`src/rtl/sram_port_arbiter_pkg.sv`:
```
// Shared types for the IF/MEM single-port SRAM arbiter: FSM state encoding, counter and byte-select types.
package sram_port_arbiter_pkg;

    typedef enum logic [1:0] {
        ARB_IDLE   = 2'd0,
        ARB_ACCESS = 2'd1,
        ARB_RESP   = 2'd2
    } arb_state_e;

    localparam int CNT_W = 4;
    localparam int SEL_W = 4;

    typedef logic [CNT_W-1:0] arb_cnt_t;
    typedef logic [SEL_W-1:0] sel_t;

    // Fetches always read a full word.
    localparam sel_t SEL_ALL = '1;

endpackage

```
`src/rtl/sram_arb_grant.sv`:
```
// Combinational grant select between fetch and load/store requesters.
// SRAM_ARB_RR_EN: alternate on simultaneous requests using last_mem; otherwise strict MEM-over-IF priority.
module sram_arb_grant
    import sram_port_arbiter_pkg::*;
(
    input  logic if_req,
    input  logic mem_req,
    input  logic last_mem,
    output logic gnt_if,
    output logic gnt_mem
);

`ifdef SRAM_ARB_RR_EN
    // On a tie the requester that did not win last time goes first.
    assign gnt_if  = if_req  & (~mem_req | last_mem);
    assign gnt_mem = mem_req & ~(if_req & last_mem);
`else
    logic unused_last_mem;
    assign unused_last_mem = last_mem;

    // MEM holds the older instruction, so it wins every tie.
    assign gnt_mem = mem_req;
    assign gnt_if  = if_req & ~mem_req;
`endif

endmodule

```
`src/rtl/sram_port_arbiter.sv`:
```
// Shares one fixed-latency single-port SRAM between IF and MEM: IDLE -> ACCESS (WAIT_CYCLES) -> RESP -> IDLE.
// Optional SRAM_ARB_RR_EN adds a round-robin tie-break flag.
module sram_port_arbiter
    import sram_port_arbiter_pkg::*;
#(
    parameter int ADDR_W      = 32,
    parameter int DATA_W      = 32,
    parameter int WAIT_CYCLES = 1
)
(
    input  logic              clk,
    input  logic              rst,
    input  logic              if_req_i,
    input  logic [ADDR_W-1:0] if_addr_i,
    output logic [DATA_W-1:0] if_rdata_o,
    output logic              if_ack_o,
    input  logic              mem_req_i,
    input  logic              mem_we_i,
    input  logic [3:0]        mem_sel_i,
    input  logic [ADDR_W-1:0] mem_addr_i,
    input  logic [DATA_W-1:0] mem_wdata_i,
    output logic [DATA_W-1:0] mem_rdata_o,
    output logic              mem_ack_o,
    output logic              sram_ce_o,
    output logic              sram_we_o,
    output logic [3:0]        sram_sel_o,
    output logic [ADDR_W-1:0] sram_addr_o,
    output logic [DATA_W-1:0] sram_wdata_o,
    input  logic [DATA_W-1:0] sram_rdata_i,
    output logic              stallreq_if_o,
    output logic              stallreq_mem_o
);

    localparam arb_cnt_t CNT_LOAD = arb_cnt_t'(WAIT_CYCLES - 1);

    arb_state_e state;
    arb_cnt_t   cnt;
    logic       owner_mem;
    logic       gnt_if;
    logic       gnt_mem;
    logic       last_mem;

    sram_arb_grant u_grant (
        .if_req   (if_req_i),
        .mem_req  (mem_req_i),
        .last_mem (last_mem),
        .gnt_if   (gnt_if),
        .gnt_mem  (gnt_mem)
    );

    // The SRAM-facing outputs double as the latched request, so they are stable for the whole access.
    // NOTE: state is updated with non-blocking assignments so every register sees pre-edge values.
    always_ff @(posedge clk or negedge rst) begin
        if (!rst) begin
            state        <= ARB_IDLE;
            cnt          <= '0;
            owner_mem    <= 1'b0;
            sram_ce_o    <= 1'b0;
            sram_we_o    <= 1'b0;
            sram_sel_o   <= '0;
            sram_addr_o  <= '0;
            sram_wdata_o <= '0;
            if_ack_o     <= 1'b0;
            mem_ack_o    <= 1'b0;
            if_rdata_o   <= '0;
            mem_rdata_o  <= '0;
        end else begin
            case (state)
                ARB_IDLE: begin
                    if (gnt_if || gnt_mem) begin
                        state        <= ARB_ACCESS;
                        cnt          <= CNT_LOAD;
                        owner_mem    <= gnt_mem;
                        sram_ce_o    <= 1'b1;
                        sram_we_o    <= gnt_mem & mem_we_i;
                        sram_sel_o   <= gnt_mem ? mem_sel_i : SEL_ALL;
                        sram_addr_o  <= gnt_mem ? mem_addr_i : if_addr_i;
                        sram_wdata_o <= gnt_mem ? mem_wdata_i : '0;
                    end
                end
                ARB_ACCESS: begin
                    if (cnt == '0) begin
                        state        <= ARB_RESP;
                        sram_ce_o    <= 1'b0;
                        sram_we_o    <= 1'b0;
                        sram_sel_o   <= '0;
                        sram_addr_o  <= '0;
                        sram_wdata_o <= '0;
                        if_ack_o     <= ~owner_mem;
                        mem_ack_o    <= owner_mem;
                        if (!sram_we_o) begin
                            if (owner_mem) mem_rdata_o <= sram_rdata_i;
                            else           if_rdata_o  <= sram_rdata_i;
                        end
                    end else begin
                        cnt <= cnt - 1'b1;
                    end
                end
                ARB_RESP: begin
                    // Always pass through IDLE so a requester that reacts to ack is not sampled twice.
                    state     <= ARB_IDLE;
                    if_ack_o  <= 1'b0;
                    mem_ack_o <= 1'b0;
                end
                default: state <= ARB_IDLE;
            endcase
        end
    end

`ifdef SRAM_ARB_RR_EN
    always_ff @(posedge clk or negedge rst) begin
        if (!rst) begin
            last_mem <= 1'b0;
        end else if (state == ARB_IDLE) begin
            if (gnt_mem)     last_mem <= 1'b1;
            else if (gnt_if) last_mem <= 1'b0;
        end
    end
`else
    assign last_mem = 1'b0;
`endif

    assign stallreq_if_o  = if_req_i  & ~if_ack_o;
    assign stallreq_mem_o = mem_req_i & ~mem_ack_o;

endmodule

```
`config.mk`:
```
export PLATFORM = sky130hd
export DESIGN_NAME = sram_port_arbiter
export DESIGN_NICKNAME = d
export VERILOG_FILES = /design/src/rtl/sram_port_arbiter_pkg.sv /design/src/rtl/sram_arb_grant.sv /design/src/rtl/sram_port_arbiter.sv
export SDC_FILE = /design/constraint.sdc
export NUM_CORES = 1
export LEC_CHECK = 0
export ABC_AREA = 1
export ABC_CLOCK_PERIOD_IN_PS = 1450
export BUFFER_PORTS_ARGS = -buffer_cell sky130_fd_sc_hd__buf_2
export CAP_MARGIN = 20
export CORE_AREA = 2 2 143 145
export DETAILED_ROUTE_END_ITERATION = 16
export DIE_AREA = 0 0 145 147
export REMOVE_ABC_BUFFERS = 1
export SLEW_MARGIN = 20
export SYNTH_ARGS = -nofsm -noshare
export SYNTH_HDL_FRONTEND = slang
export SYNTH_HIERARCHICAL = 1
export SYNTH_SLANG_ARGS = --single-unit
export TNS_END_PERCENT = 50
```
`constraint.sdc`:
```
create_clock -name clk -period 1.45 [get_ports clk]
set_input_delay 0.29 -clock clk [delete_from_list [all_inputs] [get_ports clk]]
set_output_delay 0.29 -clock clk [all_outputs]
set_load 0.02 [all_outputs]
```
==> impl_metrics.tcl <==
set metrics [dict create \
    outcome "finished with violations" \
    failed_checks "setup timing" \
    critPathKind "reg -> reg" \
    grt_setup_unrepaired "true" \
    worstSetupEndpointType "flip-flop" \
    peakVddDrop_v 0.0008435 \
    port_buffers 274 \
    setup_viol 14 \
    grt_pass1_vias 5473 \
    tightest_slew_ps 288.5 \
    grt_max_degree 46 \
    io_pins 275 \
    final_util_pct 44.48 \
    nNetsFinal 1117 \
    skew_ps 11.23 \
    detail_route.wl_per_cell_um 15.52 \
    clockRootBuffer "clkbuf_16" \
    htree_num_levels 4 \
    fill_cells 1992 \
    die_h_um 147 \
    ff_latch_area_sq_um 3580 \
    cp_max_fo 8 \
    syn2layout_area_growth_pct 47.07 \
    grt_overflow 0 \
    drt_first_iter_violations 264 \
    period_share_pct 101.7 \
    total_power_mw 22.46 \
    routed_wl_um 19590 \
    worstPathArrival_ps 1820 \
    synthCells 675 \
    ant_nets 0 \
    fin_cells 1262 \
    antenna_found_initial 1 \
    via_per_inst 4.440 \
    die_area_sq_um 21320 \
    insertion_delay_ps 410 \
    layout_setup_ws_ps -24.77 \
    period_needed_ps 1475 \
    numCtsBuffers 17 \
    multiInputGateArea_sq_um 2257 \
    via_count 5603 \
    clock-sinks 143 \
    clk_pin_slew_ps 60 \
    drc 0 \
    ys.warnings.count 6 \
    drv_slew 0 \
    grt_use_total_pct 17.35 \
    start_util_pct 30.25 \
    fp-row-count 52 \
    grt_first_pass_wirelength_um 29210 \
    drv_cap 0 \
    layout-drive-gt1-share_pct 41.98 \
    leakage_nw 4.945 \
    clock_path_buffers 2 \
    dp.cells 1212 \
    postSynthAreaPerCell_sq_um 8.892 \
    hold_class "in -> reg" \
    relSlewSlack_pct 80.68 \
    place.gp.congestion 0.8323 \
    die_w_um 145 \
    max_freq_mhz 678.1 \
    finalHoldViolCount 0 \
    power.density_nw_per_um2 2544 \
    first_pass_iters 5 \
    dp_hpwl_um 12930 \
    cts_tree "done" \
    core-area_sq_um 19840 \
    critPathLaunchType "flip-flop" \
    required_ps 1800 \
    synth_area_sq_um 6002 \
]
[cell usage in the layout, fill, tap and decap left out, types with 2 or more instances in the layout]
| master | n |
|---|---|
| buf_2 | 272 |
| nand3_1 | 36 |
| nand2_2 | 12 |
| nor2_1 | 11 |
| inv_1 | 7 |
| o21ai_0 | 10 |
| clkbuf_16 | 22 |
| nand2_1 | 330 |
| nor2_2 | 6 |
| o211ai_1 | 31 |
| dfrtp_1 | 142 |
| inv_6 | 3 |
| inv_2 | 4 |
| or2_2 | 31 |
| buf_4 | 23 |
| bufinv_16 | 2 |
| clkinvlp_4 | 3 |
| buf_6 | 5 |
| buf_12 | 13 |
| clkbuf_8 | 2 |
| clkinv_2 | 3 |
| nor3_4 | 2 |
| nand2_4 | 5 |
[per-stage QoR]
stage / area (sq um) / worst slack [ps] / setup TNS (ps) / hold slack (ps)
final: 8827 / -24.77 / -121.6 / 78.72
after global placement: 7884 / 4.902 / 0 / 174.4
after CTS: 8566 / -17.66 / -93.03 / 51.69
after floorplan: 5793 / -1264 / -119200 / -5.591
after global routing: 8827 / -108.7 / -7778 / 64.31
after detailed placement: 7884 / -30.42 / -1221 / 174.3
[worst max-delay path, cell delays in order, from the launching register on]
cell and delay [ps]:
dfrtp_1 390, inv_2 80, ha_4 140, nand2_4 70, buf_4 150, nor3_4 110, buf_6 170, clkbuf_16 170
nand2_1 60, nand2_1 60
[per-layer routing]
metal / track usage, % / part of all wire [%]
met5: 0 / 0
met2: 29.21 / 50
met4: 6.436 / 2.6
met1: 22.19 / 43
met3: 3.540 / 5.3
[worst paths after layout]
check | startpoint | to | slack, ps | cells past startpoint
setup / recovery | cnt[0]$_DFFE_PN0P_ | if_rdata_o[19]$_DFFE_PN0P_ | -20 | 9
hold / removal | mem_wdata_i[1] | sram_wdata_o[1]$_DFFE_PN0P_ | 80 | 3
setup reg to reg | cnt[0]$_DFFE_PN0P_ | if_rdata_o[19]$_DFFE_PN0P_ | -20 | 9
hold reg to reg | mem_rdata_o[10]$_DFFE_PN0P_ | mem_rdata_o[10]$_DFFE_PN0P_ | 460 | 2
max in group asynchronous | rst | state[0]$_DFFE_PN0P_ | 560 | 3
min in group asynchronous | rst | mem_rdata_o[4]$_DFFE_PN0P_ | 330 | 2
[state kept, by name, indices dropped and copies added (netlist names)]
| signal | flops |
|---|---|
| if_rdata_o | 32 |
| state | 2 |
| sram_sel_o | 4 |
| mem_rdata_o | 32 |
| cnt | 4 |
| sram_we_o | 1 |
| owner_mem | 1 |
| sram_ce_o | 1 |
| sram_wdata_o | 32 |
| sram_addr_o | 32 |
| if_ack_o | 1 |
| mem_ack_o | 1 |
[final cells by class]
cell class                      instances  area share, %
Antenna cell                            1        0.02835
Clock buffer                           20          5.174
Clock inverter                         12          1.502
Inverter                               12         0.5386
Multi-Input combinational cell        484          25.57
Sequential cell                       143          40.55
Tap cell                              270          3.827
Timing Repair Buffer                  320          22.81
[timing repair]
action | 4_1_cts | 5_1_grt
endpoints found under the hold margin | 22 | 0
pin swaps | 3 | 4
gates resized for setup | 10 | 23
hold buffers | 1 | 0
setup endpoints to repair | 100 | 138
gates cloned | 1 | 7
setup buffers | 2 | 6
[where the power goes]
| group | leakage, nW | internal (mW) | switching [mW] |
|---|---|---|---|
| Clock | 0.283 | 2.64 | 1.74 |
| Sequential | 1.80 | 5.94 | 1.06 |
| Combinational | 2.86 | 4.04 | 7.05 |
| Total | 4.94 | 12.6 | 9.85 |
(Power assumes the default switching activity.)
